$ cat config.mk
export PLATFORM = sky130hd
export DESIGN_NAME = i2c_txn_arbiter_flat
export DESIGN_NICKNAME = d
export VERILOG_FILES = /design/src/rtl/i2c_txn_arbiter_pkg.sv /design/src/rtl/i2c_txn_arbiter_if.sv /design/src/rtl/i2c_txn_arbiter_rr_pick.sv /design/src/rtl/i2c_txn_arbiter.sv /design/src/flat_wrapper.sv
export SDC_FILE = /design/constraint.sdc
export NUM_CORES = 1
export LEC_CHECK = 0
export CORE_UTILIZATION = 41
export DETAILED_ROUTE_END_ITERATION = 6
export PLACE_DENSITY = 0.81
export SLEW_MARGIN = 25
export SYNTH_ARGS = -nofsm -noshare
export SYNTH_HDL_FRONTEND = slang
export SYNTH_HIERARCHICAL = 1
export SYNTH_SLANG_ARGS = --single-unit
$ cat constraint.sdc
create_clock -name clk -period 4 [get_ports clk]
set_input_delay 0.8 -clock clk [delete_from_list [all_inputs] [get_ports clk]]
set_output_delay 0.8 -clock clk [all_outputs]
set_load 0.01 [all_outputs]
$ cat src/rtl/i2c_txn_arbiter_pkg.sv
// Shared types and default widths for the i2c transaction arbiter.
// Latency: n/a (declarations only).
// Backpressure: n/a.
package i2c_arb_pkg;

  localparam int DEF_NUM_REQ        = 4;
  localparam int DEF_DATAWIDTH      = 8;
  localparam int DEF_ADDRWIDTH      = 6;
  localparam int DEF_TIMEOUT_CYCLES = 255;

  typedef enum logic [1:0] {
    IDLE  = 2'd0,
    ISSUE = 2'd1,
    WAIT  = 2'd2,
    RESP  = 2'd3
  } arb_state_t;

endpackage

$ cat src/rtl/i2c_txn_arbiter_if.sv
// Bundle of requester-side and i2c-controller-side signals around the arbiter.
// Latency: n/a (wires only).
// Backpressure: req_valid is held until req_ready; the controller side has none.
// Modports: slave = arbiter view, master = requesters + i2c controller view.
interface i2c_txn_arbiter_if #(
  parameter int NUM_REQ   = 4,
  parameter int DATAWIDTH = 8,
  parameter int ADDRWIDTH = 6
);

  logic [NUM_REQ-1:0]           req_valid;
  logic [NUM_REQ-1:0]           req_wr;
  logic [NUM_REQ*ADDRWIDTH-1:0] req_addr;
  logic [NUM_REQ*DATAWIDTH-1:0] req_wdata;
  logic [NUM_REQ-1:0]           req_ready;
  logic [NUM_REQ-1:0]           rsp_valid;
  logic [DATAWIDTH-1:0]         rsp_rdata;
  logic                         rsp_err;
  logic                         i2c_wr_en;
  logic                         i2c_rd_en;
  logic [ADDRWIDTH-1:0]         i2c_addr;
  logic [DATAWIDTH-1:0]         i2c_wdata;
  logic                         i2c_done;
  logic [DATAWIDTH-1:0]         i2c_rdata;
  logic                         busy;

  modport slave (
    input  req_valid, req_wr, req_addr, req_wdata, i2c_done, i2c_rdata,
    output req_ready, rsp_valid, rsp_rdata, rsp_err,
           i2c_wr_en, i2c_rd_en, i2c_addr, i2c_wdata, busy
  );

  modport master (
    output req_valid, req_wr, req_addr, req_wdata, i2c_done, i2c_rdata,
    input  req_ready, rsp_valid, rsp_rdata, rsp_err,
           i2c_wr_en, i2c_rd_en, i2c_addr, i2c_wdata, busy
  );

endinterface

$ cat src/rtl/i2c_txn_arbiter_rr_pick.sv
// Combinational round-robin picker: first valid requester after the pointer.
// Latency: 0 cycles (pure combinational).
// Backpressure: none; grant follows i_valid within the same cycle.
// Ports: i_valid (request vector), i_ptr (last winner), o_grant (one-hot),
//        o_idx (winner index), o_any (some requester is valid).
module i2c_rr_pick #(
  parameter  int N  = 4,
  localparam int PW = (N > 1) ? $clog2(N) : 1
) (
  input  logic [N-1:0]  i_valid,
  input  logic [PW-1:0] i_ptr,
  output logic [N-1:0]  o_grant,
  output logic [PW-1:0] o_idx,
  output logic          o_any
);

  int pos;

  // Search starts one past the last winner and wraps, so the last winner
  // is considered last.
  always_comb begin
    o_grant = '0;
    o_idx   = '0;
    o_any   = 1'b0;
    pos     = 0;
    for (int k = 1; k <= N; k++) begin
      pos = (int'(i_ptr) + k) % N;
      if (!o_any && i_valid[PW'(pos)]) begin
        o_any            = 1'b1;
        o_grant[PW'(pos)] = 1'b1;
        o_idx            = PW'(pos);
      end
    end
  end

endmodule

$ cat src/rtl/i2c_txn_arbiter.sv
// Round-robin arbiter/sequencer sharing one i2c controller among NUM_REQ requesters.
// Latency: strobe one cycle after accept; response one cycle after i2c_done.
// Backpressure: req_ready only in IDLE; a single transaction outstanding at a time.
// Ports: clk, reset (async, active-high), bus (slave modport of i2c_txn_arbiter_if).
// Optional: define I2C_ARB_TIMEOUT_EN to bound WAIT at TIMEOUT_CYCLES and flag rsp_err.
module i2c_txn_arbiter
  import i2c_arb_pkg::*;
#(
  parameter int NUM_REQ        = DEF_NUM_REQ,
  parameter int DATAWIDTH      = DEF_DATAWIDTH,
  parameter int ADDRWIDTH      = DEF_ADDRWIDTH,
  parameter int TIMEOUT_CYCLES = DEF_TIMEOUT_CYCLES
) (
  input logic            clk,
  input logic            reset,
  i2c_txn_arbiter_if.slave bus
);

  localparam int PW = $clog2(NUM_REQ);

  if (NUM_REQ < 2 || NUM_REQ > 8 || TIMEOUT_CYCLES < 1) begin : g_bad_param
    $error("i2c_txn_arbiter: NUM_REQ must be 2..8 and TIMEOUT_CYCLES >= 1");
  end

  arb_state_t           r_state;
  arb_state_t           w_next;
  logic [PW-1:0]        r_rr_ptr;
  logic [PW-1:0]        r_owner;
  logic                 r_wr;
  logic [ADDRWIDTH-1:0] r_addr;
  logic [DATAWIDTH-1:0] r_wdata;
  logic                 r_wr_en;
  logic                 r_rd_en;
  logic [NUM_REQ-1:0]   r_rsp_valid;
  logic [DATAWIDTH-1:0] r_rsp_rdata;
  logic                 r_busy;

  logic [NUM_REQ-1:0]   w_grant;
  logic [PW-1:0]        w_idx;
  logic                 w_any;
  logic                 w_accept;
  logic                 w_done;
  logic                 w_expire;

  i2c_rr_pick #(.N(NUM_REQ)) u_pick (
    .i_valid (bus.req_valid),
    .i_ptr   (r_rr_ptr),
    .o_grant (w_grant),
    .o_idx   (w_idx),
    .o_any   (w_any)
  );

  // The grant is a subset of req_valid, so any grant in IDLE is a handshake.
  assign w_accept      = (r_state == IDLE) && w_any;
  assign w_done        = (r_state == WAIT) && bus.i2c_done;
  assign bus.req_ready = (r_state == IDLE) ? w_grant : '0;

`ifdef I2C_ARB_TIMEOUT_EN
  localparam int CW = $clog2(TIMEOUT_CYCLES + 1);

  logic [CW-1:0] r_to_cnt;
  logic          r_rsp_err;

  // r_to_cnt holds the number of WAIT cycles already completed, so the
  // TIMEOUT_CYCLES-th WAIT cycle is the one that expires.
  always_ff @(posedge clk or posedge reset) begin
    if (reset) begin
      r_to_cnt <= '0;
    end else if (r_state == ISSUE) begin
      r_to_cnt <= '0;
    end else if (r_state == WAIT) begin
      r_to_cnt <= r_to_cnt + 1'b1;
    end
  end

  assign w_expire = (r_state == WAIT) && (r_to_cnt == CW'(TIMEOUT_CYCLES - 1));

  // A done arriving on the expiry cycle takes precedence.
  always_ff @(posedge clk or posedge reset) begin
    if (reset) begin
      r_rsp_err <= 1'b0;
    end else begin
      r_rsp_err <= w_expire && !bus.i2c_done;
    end
  end

  assign bus.rsp_err = r_rsp_err;
`else
  assign w_expire    = 1'b0;
  assign bus.rsp_err = 1'b0;
`endif

  always_ff @(posedge clk or posedge reset) begin
    if (reset) begin
      r_state <= IDLE;
    end else begin
      r_state <= w_next;
    end
  end

  always_comb begin
    w_next = r_state;
    case (r_state)
      IDLE:    if (w_accept) w_next = ISSUE;
      ISSUE:   w_next = WAIT;
      WAIT:    if (bus.i2c_done || w_expire) w_next = RESP;
      RESP:    w_next = IDLE;
      default: w_next = IDLE;
    endcase
  end

  always_ff @(posedge clk or posedge reset) begin
    if (reset) begin
      r_rr_ptr    <= PW'(NUM_REQ - 1);
      r_owner     <= '0;
      r_wr        <= 1'b0;
      r_addr      <= '0;
      r_wdata     <= '0;
      r_wr_en     <= 1'b0;
      r_rd_en     <= 1'b0;
      r_rsp_valid <= '0;
      r_rsp_rdata <= '0;
      r_busy      <= 1'b0;
    end else begin
      // Strobes and response fields are single-cycle by default.
      r_wr_en     <= 1'b0;
      r_rd_en     <= 1'b0;
      r_rsp_valid <= '0;
      r_rsp_rdata <= '0;
      r_busy      <= (w_next != IDLE);

      if (w_accept) begin
        r_owner  <= w_idx;
        r_rr_ptr <= w_idx;
        r_wr     <= bus.req_wr[w_idx];
        r_addr   <= bus.req_addr[w_idx*ADDRWIDTH +: ADDRWIDTH];
        r_wdata  <= bus.req_wdata[w_idx*DATAWIDTH +: DATAWIDTH];
        // Registered here so the strobe lands in the ISSUE cycle.
        r_wr_en  <= bus.req_wr[w_idx];
        r_rd_en  <= ~bus.req_wr[w_idx];
      end

      if (w_done) begin
        r_rsp_valid <= NUM_REQ'(1) << r_owner;
        r_rsp_rdata <= r_wr ? '0 : bus.i2c_rdata;
      end else if (w_expire) begin
        r_rsp_valid <= NUM_REQ'(1) << r_owner;
      end
    end
  end

  assign bus.i2c_wr_en = r_wr_en;
  assign bus.i2c_rd_en = r_rd_en;
  assign bus.i2c_addr  = r_addr;
  assign bus.i2c_wdata = r_wdata;
  assign bus.rsp_valid = r_rsp_valid;
  assign bus.rsp_rdata = r_rsp_rdata;
  assign bus.busy      = r_busy;

endmodule

$ cat src/flat_wrapper.sv
// flat-port wrapper written by rule: the top's interface ports become plain ports
module i2c_txn_arbiter_flat import i2c_arb_pkg::*;
#(
  parameter int NUM_REQ        = DEF_NUM_REQ,
  parameter int DATAWIDTH      = DEF_DATAWIDTH,
  parameter int ADDRWIDTH      = DEF_ADDRWIDTH,
  parameter int TIMEOUT_CYCLES = DEF_TIMEOUT_CYCLES
)
  (clk, reset, bus_req_valid, bus_req_wr, bus_req_addr, bus_req_wdata, bus_i2c_done, bus_i2c_rdata, bus_req_ready, bus_rsp_valid, bus_rsp_rdata, bus_rsp_err, bus_i2c_wr_en, bus_i2c_rd_en, bus_i2c_addr, bus_i2c_wdata, bus_busy);
  i2c_txn_arbiter_if #(.NUM_REQ(NUM_REQ), .DATAWIDTH(DATAWIDTH), .ADDRWIDTH(ADDRWIDTH)) bus_i ();
  input logic clk;
  input logic reset;
  input wire logic [$bits(bus_i.req_valid)-1:0] bus_req_valid;
  input wire logic [$bits(bus_i.req_wr)-1:0] bus_req_wr;
  input wire logic [$bits(bus_i.req_addr)-1:0] bus_req_addr;
  input wire logic [$bits(bus_i.req_wdata)-1:0] bus_req_wdata;
  input wire logic [$bits(bus_i.i2c_done)-1:0] bus_i2c_done;
  input wire logic [$bits(bus_i.i2c_rdata)-1:0] bus_i2c_rdata;
  output wire logic [$bits(bus_i.req_ready)-1:0] bus_req_ready;
  output wire logic [$bits(bus_i.rsp_valid)-1:0] bus_rsp_valid;
  output wire logic [$bits(bus_i.rsp_rdata)-1:0] bus_rsp_rdata;
  output wire logic [$bits(bus_i.rsp_err)-1:0] bus_rsp_err;
  output wire logic [$bits(bus_i.i2c_wr_en)-1:0] bus_i2c_wr_en;
  output wire logic [$bits(bus_i.i2c_rd_en)-1:0] bus_i2c_rd_en;
  output wire logic [$bits(bus_i.i2c_addr)-1:0] bus_i2c_addr;
  output wire logic [$bits(bus_i.i2c_wdata)-1:0] bus_i2c_wdata;
  output wire logic [$bits(bus_i.busy)-1:0] bus_busy;
  assign bus_i.req_valid = bus_req_valid;
  assign bus_i.req_wr = bus_req_wr;
  assign bus_i.req_addr = bus_req_addr;
  assign bus_i.req_wdata = bus_req_wdata;
  assign bus_i.i2c_done = bus_i2c_done;
  assign bus_i.i2c_rdata = bus_i2c_rdata;
  assign bus_req_ready = bus_i.req_ready;
  assign bus_rsp_valid = bus_i.rsp_valid;
  assign bus_rsp_rdata = bus_i.rsp_rdata;
  assign bus_rsp_err = bus_i.rsp_err;
  assign bus_i2c_wr_en = bus_i.i2c_wr_en;
  assign bus_i2c_rd_en = bus_i.i2c_rd_en;
  assign bus_i2c_addr = bus_i.i2c_addr;
  assign bus_i2c_wdata = bus_i.i2c_wdata;
  assign bus_busy = bus_i.busy;
  i2c_txn_arbiter #(.NUM_REQ(NUM_REQ), .DATAWIDTH(DATAWIDTH), .ADDRWIDTH(ADDRWIDTH), .TIMEOUT_CYCLES(TIMEOUT_CYCLES)) u_core (.clk(clk), .reset(reset), .bus(bus_i));
endmodule
Yosys cells after proc, flatten, opt, wreduce, memory -nomap -nowiden. Index checks and enable logic that the tools add are counted.

RAM bits: 0. Bits in registers: 36. Memory bits (read-only): 0. Output and inout bits: 34. Word-level logic and storage cells: 92. Memories kept: 0. Latch bits: 0. Input port bits: 75.

Magnitude comparators: 9. Bitwise gates (word level): 4. Mux-type cells: 43. Divide/modulo/power cells: 0. Equality and inequality tests: 3. Shifts and indexed selects: 3. Reduce and logical (&&, ||, !) cells: 14. Add/sub/neg operators: 4. $mul: 1.

Operator list (count): variable part select 32 x 6 -> 8 bit (1); two-way mux 4 bit (6); variable part select 24 x 6 -> 6 bit (1); two-way mux 1 bit (19); less-than comparator 2 x 4 -> 1 bit (second input constant) (4); two-way mux 8 bit (2); two-way mux 2 bit (6); bitwise OR 4 bit (3); binary-select mux 1 bit (select 2 bit) (5); logical AND 1 bit (9); demux 1 bit (select 2 bit) (4); >= comparator 2 x 1 -> 1 bit (second input constant) (4); case mux 2 bit (4 select lines) (1); adder 2 x 1 -> 2 bit (second input constant) (2); adder 2 bit (second input constant) (2); == test 2 bit (second input constant) (2); multiplier 2 x 2 -> 4 bit (second input constant) (1); << shifter 1 x 2 -> 4 bit (first input constant) (1); logical NOT 1 bit (3); less-than comparator 2 x 3 -> 1 bit (second input constant) (1); == test 2 x 1 -> 1 bit (second input constant) (1); logical NOT 2 bit (1); nonzero test 2 bit (1); NOT 1 bit (1).

Depth between registers and ports, before layout.
Depth after elaboration: 18. Gate-level depth with buffers: 12. Mapped depth without buffers: 8.

Cells and area by module. The synthesis kept the hierarchy.

Modules (own cells, without submodules): i2c_txn_arbiter (area an instance 1749.2 um^2, times used 1, cells an instance 116); i2c_rr_pick (area an instance 523.0 um^2, times used 1, cells an instance 63).

Worst setup path before layout. No wires, ideal clock.

Kind: register to register. Start: register u_core.r_rr_ptr[1]. End: register u_core.r_wdata[0], in the netlist u_core/bus.i2c_wdata[0]. Data required time: 3.875 ns. Library setup time: 0.125 ns. Path slack: 0.681 ns. Arrival time: 3.194 ns. Buffers on the path: 4. Period minus slack after synthesis: 3.319 ns. Stages on the path, launching flop included: 13. Path through: dfstp_2 > buf_2 > inv_1 > ha_1 > clkbuf_1 > mux4_2 > nor2b_4 > o21ai_0 > a21oi_1 > buf_6 > buf_12 > mux4_2 > mux2_2.

Longest elaborated chain between the ends: 15. Elaborated cells on any way between the ends: 32. Those cells by class: add/sub (4); shift (1); mux (20); reduce/logical (7).

RTL lines: start: declaration (RTL line i2c_txn_arbiter.sv:27) `logic [PW-1:0] r_rr_ptr;`; start signal: assignment (RTL line i2c_txn_arbiter.sv:114) `r_rr_ptr <= PW'(NUM_REQ - 1);`; start signal: assignment (RTL line i2c_txn_arbiter.sv:134) `r_rr_ptr <= w_idx;`; adder 2 x 1 -> 2 bit (RTL line i2c_txn_arbiter_rr_pick.sv:27) `pos = (int'(i_ptr) + k) % N;`; binary-select mux 1 bit (select 2 bit) (RTL line i2c_txn_arbiter_rr_pick.sv:28) `if (!o_any && i_valid[PW'(pos)]) begin`; two-way mux 1 bit (implied by the code) (2 in a row) (RTL line i2c_txn_arbiter_rr_pick.sv:28); two-way mux 1 bit (RTL line i2c_txn_arbiter_rr_pick.sv:28); logical NOT 1 bit (RTL line i2c_txn_arbiter_rr_pick.sv:28); logical AND 1 bit (RTL line i2c_txn_arbiter_rr_pick.sv:28); two-way mux 1 bit (RTL line i2c_txn_arbiter_rr_pick.sv:28); logical NOT 1 bit (RTL line i2c_txn_arbiter_rr_pick.sv:28); logical AND 1 bit (RTL line i2c_txn_arbiter_rr_pick.sv:28); two-way mux 1 bit (RTL line i2c_txn_arbiter_rr_pick.sv:28); logical NOT 1 bit (RTL line i2c_txn_arbiter_rr_pick.sv:28); logical AND 1 bit (RTL line i2c_txn_arbiter_rr_pick.sv:28); two-way mux 2 bit * (RTL line i2c_txn_arbiter_rr_pick.sv:28); net u_core.w_idx[0] (RTL line i2c_txn_arbiter.sv:39) `logic [PW-1:0] w_idx;`; variable part select 32 x 6 -> 8 bit * (RTL line i2c_txn_arbiter.sv:137) `r_wdata <= bus.req_wdata[w_idx*DATAWIDTH +: DATAWIDTH];`; end signal: assignment (RTL line i2c_txn_arbiter.sv:137); end: declaration (RTL line i2c_txn_arbiter.sv:31) `logic [DATAWIDTH-1:0] r_wdata;`.

The timed path passes the listed nets; every way through them passes the cells marked *. The select of a mux whose other input is x is not followed. A chain may end at the register's enable or synchronous reset.

Worst setup path after layout.
Start: input port bus_req_valid[3]. End: output port bus_req_ready[3].

Longest elaborated chain between the ends: 14. Elaborated cells on any way between the ends: 29. Those cells by class: mux (20); bitwise (3); reduce/logical (6).

RTL lines: start: declaration (RTL line flat_wrapper.sv:13) `input wire logic [$bits(bus_i.req_valid)-1:0] bus_req_valid;`; binary-select mux 1 bit (select 2 bit) (RTL line i2c_txn_arbiter_rr_pick.sv:28); two-way mux 1 bit (implied by the code) (2 in a row) (RTL line i2c_txn_arbiter_rr_pick.sv:28); two-way mux 1 bit (RTL line i2c_txn_arbiter_rr_pick.sv:28); logical NOT 1 bit (RTL line i2c_txn_arbiter_rr_pick.sv:28); logical AND 1 bit (RTL line i2c_txn_arbiter_rr_pick.sv:28); two-way mux 1 bit (RTL line i2c_txn_arbiter_rr_pick.sv:28); logical NOT 1 bit (RTL line i2c_txn_arbiter_rr_pick.sv:28); logical AND 1 bit (RTL line i2c_txn_arbiter_rr_pick.sv:28); two-way mux 1 bit (RTL line i2c_txn_arbiter_rr_pick.sv:28); logical NOT 1 bit (RTL line i2c_txn_arbiter_rr_pick.sv:28); logical AND 1 bit (RTL line i2c_txn_arbiter_rr_pick.sv:28); two-way mux 4 bit * (RTL line i2c_txn_arbiter_rr_pick.sv:28); net u_core.w_grant[3] (RTL line i2c_txn_arbiter.sv:38) `logic [NUM_REQ-1:0] w_grant;`; two-way mux 4 bit * (RTL line i2c_txn_arbiter.sv:56) `assign bus.req_ready = (r_state == IDLE) ? w_grant : '0;`; end: declaration (RTL line flat_wrapper.sv:19) `output wire logic [$bits(bus_i.req_ready)-1:0] bus_req_ready;`.

Marks and branches as above.

==> run_results.csv <==
group,metric,value,unit
run_status,status,"completed",
timing,worst_pin_slew,0.753,ns
timing,max_slew_margin,49.7,%
timing,hold_viol,0,
die,start_util,43.4,%
setup_path,path_max_fanout,9,
timing,hold_ws,0.481,ns
finish,final_common_cell,"clkdlybuf4s50_1",
routing,drc,0,
routing,via_count,1860,
power_and_ir_drop,seqPwrFrac,22.1,%
clocking,htree_levels,2,
timing,setup_violations,0,
power_and_ir_drop,p_sw,0.987,mW
timing,clock_skew,0.00558,ns
finish,drive_gt1_share,17.2,%
finish,most-common-layout-cells,"clkdlybuf4s50_1, dfrtp_1, mux2_2",
clocking,clk_pin_slew_worst_paths,0.07,ns
die,die_width,76.4,um
clocking,cts.path.max_buffers,2,
timing,finalCriticalPeriod,3.87,ns
setup_path,worstPathRequired,3.20,ns
setup_path,crit_family,"buffers and inverters",
die,top_level_ports,109,
clocking,root_buffer,"clkbuf_8",
clocking,cts_tree,"done",
placement,place_congestion,0.963,
setup_path,critPathKind,"input port to output pin",
placement,portBuffers,107,
global_routing,overflow,0,
power_and_ir_drop,power_density,754,mW/mm^2
global_routing,track_usage,19.0,%
placement,postPlaceCellArea,0.00342,sq mm
global_routing,antenna_found_initial,0,
power_and_ir_drop,power.share.switching,37.4,%
finish,n_antenna_cell,0,
setup_path,cp.arrival,3.07,ns
timing,fin_setup_tns,0,ns
routing,viasPerCell,5.17,
run,maxCapViolCount,0,
die,rows,26,
global_routing,grt_first_pass_wirelength,8770,um
routing,wl_per_cell,14.2,um
timing,slew_viol_final,0,
finish,syn2layout_area_growth,54.2,%
global_routing,grt_max_degree,37,
clocking,cts_resized,0,
clocking,postCtsHoldBufs,0,
global_routing,grt_pass1_vias,1951,
power_and_ir_drop,power_frac_comb,68.6,%
setup_path,cp_cell_sequence,"clkdlybuf4s50_1, mux4_2, nor2_2, o2111ai_1, nand3b_1, and2_1, clkdlybuf4s50_1",
timing,period_share,96.7,%
placement,hpwl,4030,um
synthesis,synth_cells,179,
die,coreArea,0.00524,sq mm
power_and_ir_drop,p_clk_share,9.2,%
power_and_ir_drop,intPower,1.65,mW
setup_path,cpMaxStageDelayCell,"mux4_2",
synthesis,synthesis.nets,265,
synthesis,synth-seq-cells,36,
setup_path,worst_setup_path_start_kind,"input port",
routing,postRouteAntennaNets,0,
power_and_ir_drop,total_power,2.64,mW
clocking,clk_latency,0.28,ns
synthesis,synth_cell_type_count,41,
timing,clock.fmax,258,MHz
clocking,cts_sinks,36,
routing,drt_iter0_drc,115,
die,die_h,76.4,um
routing,drt_pre_antenna_iters,4,
power_and_ir_drop,ir_worst_vdd,339,uV
setup_path,critPathBufInv,2,
setup_path,worst_path_most_repeated_cell,"clkdlybuf4s50_1",
setup_path,critical-path-max-stage-delay,0.58,ns
finish,fin_area,0.00350,sq mm
finish,utilization,66.9,%
finish,layout.nets,375,
clocking,cts_setup_buffers,0,
routing,wirelength,5130,um
worst_hold_path,worstHoldPathType,"flip-flop to flip-flop",
clocking,cts_buffers,5,
synthesis,syn_area_per_cell,12.7,sq um
timing,rsz0062_at_grt,"no",
die,die_area,0.00584,sq mm
setup_path,endpoint_kind,"output pin",
finish,fill_cells,413,
synthesis,yosys_warnings,6,
power_and_ir_drop,leakagePower,1.49,nW
synthesis,synth_area,0.00227,sq mm
synthesis,seq_area_frac_synth,39.8,%
==> path summary, 6_finish.rpt <==
check	start	to	slack, ns	depth (start not counted)
min	u_core/r_owner[1]	u_core/bus.rsp_valid[0]	0.48	1
max	bus_req_valid[3]	bus_req_ready[3]	0.13	7
max reg2reg	u_core/r_rr_ptr[1]	u_core/r_wr	0.71	9
min reg2reg	u_core/r_owner[1]	u_core/bus.rsp_valid[0]	0.48	1
max in group asynchronous	reset	u_core/r_rr_ptr[0]	2.75	3
min in group asynchronous	reset	u_core/bus.rsp_rdata[3]	0.91	3
==> through the flow <==
stage / std cells / worst slack [ns]
2_1_floorplan: 179 / 0.681
3_3_place_gp: 352 / 0.202
3_5_place_dp: 352 / 0.153
4_1_cts: 360 / 0.155
5_1_grt: 360 / 0.0222
6_report: 360 / 0.130
==> power groups by stage <==
stage | clock (mW) | sequential, mW | combinational (mW)
5_1_grt | 0.273 | 0.605 | 1.97
2_1_floorplan | 0 | 0.642 | 1.23
3_3_place_gp | 0 | 0.582 | 1.79
4_1_cts | 0.254 | 0.586 | 1.83
3_5_place_dp | 0 | 0.591 | 1.82
6_report | 0.244 | 0.584 | 1.81
==> worst register-to-register path: cells and delay by family (launching register included) <==
kind | cells | cell delay (ns)
compound gates | 2 | 0.36
simple gates | 1 | 0.19
mux | 3 | 1.34
fa+ha+maj | 1 | 0.47
buf+inv | 2 | 0.28
flops | 1 | 0.53
==> Yosys cell counts, drive strengths merged <==
library cell / n / area share (%)
a211o: 1 / 0.39
a21boi: 1 / 0.33
a21o: 5 / 1.7
a21oi: 3 / 0.66
a221oi: 1 / 0.66
a22oi: 1 / 0.33
a311oi: 1 / 0.66
a31oi: 3 / 0.83
and2: 12 / 3.3
and3: 2 / 0.61
and3b: 1 / 0.39
buf: 7 / 2.9
clkbuf: 3 / 0.50
conb: 1 / 0.17
dfrtp: 34 / 37
dfstp: 2 / 2.3
ha: 11 / 6.1
inv: 8 / 1.3
mux2: 16 / 7.9
mux2i: 4 / 1.8
mux4: 19 / 20
nand2: 7 / 1.2
nand2b: 3 / 0.83
nand3: 3 / 0.66
nand3b: 1 / 0.33
nor2: 12 / 2.1
nor2b: 2 / 0.88
nor3: 4 / 0.88
o2111ai: 1 / 0.39
o21ai: 5 / 1.1
o22ai: 3 / 0.83
o2bb2ai: 1 / 0.39
or4: 1 / 0.33
==> cell type report <==
class	instances	area (sq um)	share of cell area [%]
multi-input combinational	125	1270	36.1
timing repair buffer	113	1130	32.2
sequential	36	903	25.8
tap	70	87.6	2.50
clock buffer	5	68.8	1.96
inverter	8	30.0	0.857
clock inverter	3	18.8	0.536
==> metal layers <==
metal / wire length [um] / global-route usage, % / vias up
met5: 0 / 0 / -
met4: 50 / 5.58 / 0
met3: 367 / 6.11 / 6
met2: 2820 / 35.9 / 82
met1: 1890 / 19.8 / 887
li1: - / - / 885
==> kinds of logic (layout without fill, tap and decap cells) <==
kind of cell,after synthesis,count (layout),share of synthesized area [%]
AND/OR/NAND/NOR,48,48,11.5
multiplexers,39,39,29.7
flip-flops,36,36,39.8
AO/OA/AOI/OAI,26,26,8.20
buffers and inverters,18,129,4.68
adder cells (fa/ha/maj),11,11,6.06
other,1,1,0.165
==> flip-flops by register name, summed over array words and instances (netlist names) <==
register,flops
u_core/bus.busy,1
u_core/bus.i2c_addr,6
u_core/bus.i2c_rd_en,1
u_core/bus.i2c_wdata,8
u_core/bus.i2c_wr_en,1
u_core/bus.rsp_rdata,8
u_core/bus.rsp_valid,4
u_core/r_owner,2
u_core/r_rr_ptr,2
u_core/r_state,2
u_core/r_wr,1
Power figures use the tool's default switching activity.
